===== config.mk =====
export PLATFORM = sky130hd
export DESIGN_NAME = panel_trabajos
export DESIGN_NICKNAME = d
export VERILOG_FILES = /design/src/rtl/panel_trabajos.sv
export SDC_FILE = /design/constraint.sdc
export NUM_CORES = 1
export LEC_CHECK = 0
export CAP_MARGIN = 20
export CORE_MARGIN = 1.5
export CORE_UTILIZATION = 30
export CTS_CLUSTER_SIZE = 40
export DETAILED_ROUTE_END_ITERATION = 6
export DONT_BUFFER_PORTS = 1
export PLACE_DENSITY_LB_ADDON = 0.1
export SYNTH_ARGS = -nofsm -noshare
export SYNTH_HDL_FRONTEND = slang
export SYNTH_SLANG_ARGS = --single-unit

===== constraint.sdc =====
create_clock -name clk -period 6.55 [get_ports clk]
set_input_delay 0.655 -clock clk [delete_from_list [all_inputs] [get_ports clk]]
set_output_delay 0.655 -clock clk [all_outputs]
set_load 0.02 [all_outputs]

===== src/rtl/panel_trabajos.sv =====
// panel_trabajos: front-panel job queue and print/scan command sequencer toward the engine.
// Build option: `define AUTO_RETRY_EN re-issues a job once after its first completion timeout.
module panel_trabajos #(
    parameter int DEPTH   = 4,
    parameter int TIMEOUT = 64
) (
    input  logic       clk,
    input  logic       reset,
    input  logic       prendido,
    input  logic       btn_imprimir,
    input  logic       btn_escanear,
    input  logic       sel_color,
    input  logic [0:1] sel_paginas,
    input  logic [0:1] sel_ajustes,
    input  logic       limpiar,
    output logic       imprimir,
    output logic       escanear,
    output logic       color,
    output logic [0:1] paginas,
    output logic [0:1] ajustes_escaner,
    input  logic       esc_escaner,
    input  logic       fin_color,
    input  logic       fin_negro,
    output logic [0:6] display1,
    output logic [0:6] display2
);
    localparam int AW = $clog2(DEPTH);
    localparam int CW = $clog2(TIMEOUT);

    typedef enum logic [2:0] {S_IDLE, S_ISSUE, S_WAIT, S_BLOQ, S_ERROR} state_t;

    state_t          state;
    logic            btn_imp_q, btn_esc_q, esc_q;
    logic            rise_imp, rise_esc;
    logic            push_r, push_ok, issue_go, blk;
    logic [5:0]      job_r, head;
    logic [5:0]      mem [DEPTH];
    logic [AW-1:0]   wr_ptr, rd_ptr;
    logic [AW:0]     count;
    logic            ovf;
    logic [CW-1:0]   cnt;
    logic            act_print;
`ifdef AUTO_RETRY_EN
    logic            retried;
`endif

    always_comb begin
        rise_imp = btn_imprimir & ~btn_imp_q;
        rise_esc = btn_escanear & ~btn_esc_q;
        head     = mem[rd_ptr];
        // job word {print, color, paginas, ajustes}; only print jobs consume ink
        blk      = head[5] && (head[4] ? fin_color : fin_negro);
        issue_go = prendido && !blk &&
                   ((state == S_IDLE && count != '0) || state == S_BLOQ);
        push_ok  = push_r && (count != (AW+1)'(DEPTH) || issue_go);
    end

    // Edge capture: a press registers here and is pushed on the following edge.
    always_ff @(posedge clk) begin
        if (reset) begin
            btn_imp_q <= btn_imprimir;
            btn_esc_q <= btn_escanear;
            push_r    <= 1'b0;
            job_r     <= '0;
        end else begin
            btn_imp_q <= btn_imprimir;
            btn_esc_q <= btn_escanear;
            push_r    <= prendido && (rise_imp || rise_esc);
            job_r     <= {rise_imp, sel_color, sel_paginas, sel_ajustes};
        end
    end

    always_ff @(posedge clk) begin
        if (push_ok)
            mem[wr_ptr] <= job_r;
    end

    always_ff @(posedge clk) begin
        if (reset) begin
            wr_ptr <= '0;
            rd_ptr <= '0;
            count  <= '0;
            ovf    <= 1'b0;
        end else begin
            if (push_ok)
                wr_ptr <= wr_ptr + AW'(1);
            if (issue_go)
                rd_ptr <= rd_ptr + AW'(1);
            if (push_ok && !issue_go)
                count <= count + (AW+1)'(1);
            else if (!push_ok && issue_go)
                count <= count - (AW+1)'(1);
            if (issue_go)
                ovf <= 1'b0;
            else if (push_r && !push_ok)
                ovf <= 1'b1;
        end
    end

    always_ff @(posedge clk) begin
        if (reset) begin
            state           <= S_IDLE;
            imprimir        <= 1'b0;
            escanear        <= 1'b0;
            color           <= 1'b0;
            paginas         <= '0;
            ajustes_escaner <= '0;
            cnt             <= '0;
            act_print       <= 1'b0;
            esc_q           <= esc_escaner;
`ifdef AUTO_RETRY_EN
            retried         <= 1'b0;
`endif
        end else begin
            esc_q    <= esc_escaner;
            imprimir <= 1'b0;
            escanear <= 1'b0;
            if (!prendido) begin
                state <= S_IDLE;
                cnt   <= '0;
            end else begin
                case (state)
                    // BLOQ re-evaluates the same head entry that blocked in IDLE
                    S_IDLE, S_BLOQ: begin
                        if (issue_go) begin
                            state           <= S_ISSUE;
                            imprimir        <= head[5];
                            escanear        <= ~head[5];
                            act_print       <= head[5];
                            color           <= head[4];
                            paginas         <= head[3:2];
                            ajustes_escaner <= head[1:0];
`ifdef AUTO_RETRY_EN
                            retried         <= 1'b0;
`endif
                        end else if (count != '0) begin
                            state <= S_BLOQ;
                        end
                    end
                    S_ISSUE: begin
                        state <= S_WAIT;
                        cnt   <= '0;
                    end
                    S_WAIT: begin
                        if (esc_q && !esc_escaner) begin
                            state <= S_IDLE;
                        end else if (cnt == CW'(TIMEOUT - 1)) begin
                            cnt <= '0;
`ifdef AUTO_RETRY_EN
                            if (!retried) begin
                                retried  <= 1'b1;
                                state    <= S_ISSUE;
                                imprimir <= act_print;
                                escanear <= ~act_print;
                            end else begin
                                state <= S_ERROR;
                            end
`else
                            state <= S_ERROR;
`endif
                        end else begin
                            cnt <= cnt + CW'(1);
                        end
                    end
                    S_ERROR: begin
                        cnt <= cnt + CW'(1);
                        if (limpiar) begin
                            state <= S_IDLE;
                            cnt   <= '0;
                        end
                    end
                    default: state <= S_IDLE;
                endcase
            end
        end
    end

    // Segment order a..g, a is index 0.
    always_comb begin
        case (4'(count))
            4'd0:    display1 = 7'b1111110;
            4'd1:    display1 = 7'b0110000;
            4'd2:    display1 = 7'b1101101;
            4'd3:    display1 = 7'b1111001;
            4'd4:    display1 = 7'b0110011;
            4'd5:    display1 = 7'b1011011;
            4'd6:    display1 = 7'b1011111;
            4'd7:    display1 = 7'b1110000;
            4'd8:    display1 = 7'b1111111;
            default: display1 = 7'b0000000;
        endcase

        display2 = 7'b0000110;
        if (ovf) begin
            display2 = 7'b1000111;
        end else begin
            case (state)
                S_IDLE:           display2 = 7'b0000110;
                S_ISSUE, S_WAIT:  display2 = act_print ? 7'b1100111 : 7'b1001111;
                S_BLOQ:           display2 = 7'b0011111;
                S_ERROR:          display2 = cnt[CW-1] ? 7'b0000000 : 7'b1001111;
                default:          display2 = 7'b0000110;
            endcase
        end
    end
endmodule

==> out/qor.yml <==
htreeDepth: 3
clk_pin_slew_worst_paths_ns: 0.08
die_y_um: 100
min-delay-start: "btn_escanear"
row_count: 35
cts.path.max_buffers: 2
ys_types: 43
cts_hold_buf: 0
status: "complete, no violations"
hp-class: "primary input to flop"
grt_util_met1: 0.152
yosysWarnings: 0
worstHoldEndpoint: "btn_esc_q"
port_buffers: 0
rsz0062_at_grt: "no"
fin_crit_sh: 0.628
worst_ep_required_time_ns: 6.82
met2_usage: 0.178
critPathKind: "flop to flop"
grt_pass1_wl_um: 8960
top_usage_layer: "met2"
cap_violations: 0
reg2reg_slack_ns: 2.44
n_antenna_cell: 0
finalHoldViolations: 0
synthArstFlopShare: 0
dieWidth_um: 100
totalWireLength_um: 5320
synth_area_leaders: "dfxtp_1, edfxtp_1, ha_1"
nets: 271
worstHoldPathCells: 0
cts_resized: 0
start_util: 0.309
fmaxAchievable_ghz: 0.243
antenna_found_initial: 0
r2r.worst_path.cells: 10
p_leak_uw: 0.00118
max_slew_margin: 0.295
power_density_mw_per_mm2: 412
grt_use_met3: 0.0418
grt_overflow: 0
cts_tree: "built"
cts-root-buf: "clkbuf_8"
clock_sinks: 68
ios: 35
power_uw: 1290
area_growth_pct: 10.2
design.core.area_mm2: 0.00920
dieArea_mm2: 0.0101
drv_slew: 0
tritoncts.num_buffers: 9
ir_drop_uv: 110
drc: 0
netlist_area_mm2: 0.00284
firstDrtPassIters: 4
ys_top_cells_by_count: "dfxtp_1, nor2_1, edfxtp_1, inv_1, mux2i_1"
yosysTopAreaCellShare: 0.310
cpPeakStageDelay_ns: 0.62
finalCriticalPeriod_ns: 4.11
postCtsSetupBuffers: 0
crit_path_start_kind: "flop"
first_global_vias: 1788
synth-edff-count: 24
vias: 1692
initialDrtViolationCount: 63
setup.worst_path.end_class: "flop"
r2r_end: "display1[3]"
skew_ns: 0.0107
final_antenna_net_count: 0
crit_chain: "mux4_2, mux2i_2, o2111ai_4, a21boi_4, ha_1, fa_1, xnor2_1, or3_1, a21oi_1, mux2i_1"
wl_per_cell_um: 14.7
clk_latency_ns: 0.34
yosysSeqAreaShare: 0.563
synth.most_common_cell: "dfxtp_1"
gp_congestion: 0.774
tightest_slew_ns: 1.05
cp_max_fo: 15
synth_ff_type: "dfxtp_1"
fin_setup_tns_ns: 0
setup_viol: 0
syn_avg_cell_area_um2: 11.7
grt_usage: 0.119
ys_seq_elements: 68
syn-num-nets: 270
via_per_inst: 4.69
synthCells: 244
drive_gt1_frac: 0.100
arrival_ns: 4.38
hpwl_um: 3670
cpMaxStageDelayCell: "a21oi_1"
synth_top_area_cell: "dfxtp_1"
grt_max_degree: 29
## through the flow
stage	cells	utilization	hold slack [ns]	setup slack (ns)	cell area, um^2
after global routing	361	0.341	0.312	2.11	3130
after floorplan	244	-	0.438	3.10	2840
final	361	0.341	0.338	2.44	3130
after CTS	361	0.341	0.317	2.35	3130
after detailed placement	345	0.319	0.473	2.38	2930
after global placement	345	0.319	0.469	2.46	2930
## kinds of logic (layout without fill, tap and decap cells)
kind of cell	count (synthesis)	after routing	synth area share
flip-flops	68	68	0.563
adder cells (fa/ha/maj)	13	13	0.0590
AND/OR/NAND/NOR	77	77	0.136
AO/OA/AOI/OAI	36	36	0.0894
multiplexers	21	21	0.102
XOR/XNOR	4	4	0.0123
buffers and inverters	25	31	0.0374
## final cells by class
type | instances | area (um^2)
Fill cell | 919 | 6060
Clock inverter | 7 | 76.3
Inverter | 15 | 56.3
Multi-Input combinational cell | 151 | 1130
Sequential cell | 68 | 1600
Tap cell | 111 | 139
Clock buffer | 9 | 124
## routing by layer
metal	share of wire	wire length, um
met4	0.019	99
met5	0	0
met2	0.42	2250
met3	0.052	279
met1	0.51	2700
## registers in the layout (all words and copies together) (netlist names), 2 cells and up, named ones only
name,count
mem,24
display1,7
cnt,6
job_r,6
count,3
state,3
ajustes_escaner,2
paginas,2
rd_ptr,2
wr_ptr,2
## report_power, final
part	internal (uW)	total [uW]	switching, uW
Sequential	493	570	77.3
Combinational	149	371	222
Clock	178	349	171
## placed cells by master (no fill, tap or decap), types with 2 or more instances in the layout
cell type    n
dfxtp_1     44
o21ai_0     10
and3_1       3
xor2_1       2
ha_1        11
o211ai_1     2
clkinv_4     2
nand3b_1     2
nor3_1       9
nand3_1      3
o21ai_1      2
nand2b_1     8
nor2b_1      9
edfxtp_1    24
or3_1        4
a211o_1      2
xnor2_1      2
inv_1       14
nor2_1      28
nand2_1      5
and2_1       4
clkinvlp_4   2
a21oi_1     10
mux4_2       6
mux2i_1     13
clkbuf_8     9
o21bai_1     2
## how the worst max path moves through the flow
stage,endpoint,cells past startpoint,slack [ns]
2_1_floorplan,display1[0],11,3.10
5_1_grt,display1[6],10,2.11
4_1_cts,display1[0],10,2.35
3_3_place_gp,display1[6],10,2.46
6_report,display1[3],10,2.44
3_5_place_dp,display1[0],10,2.38
## worst max-delay path, delay by kind of cell, from the launching register on
kind,cells,cell delay (ns)
DFF,1,0.58
xor gates and xnor gates,1,0.14
adders and majority gates,2,0.66
AOI/OAI and AO/OA,3,1.30
and+or+nand+nor,1,0.30
muxes,3,1.05
(Power assumes the default switching activity.)
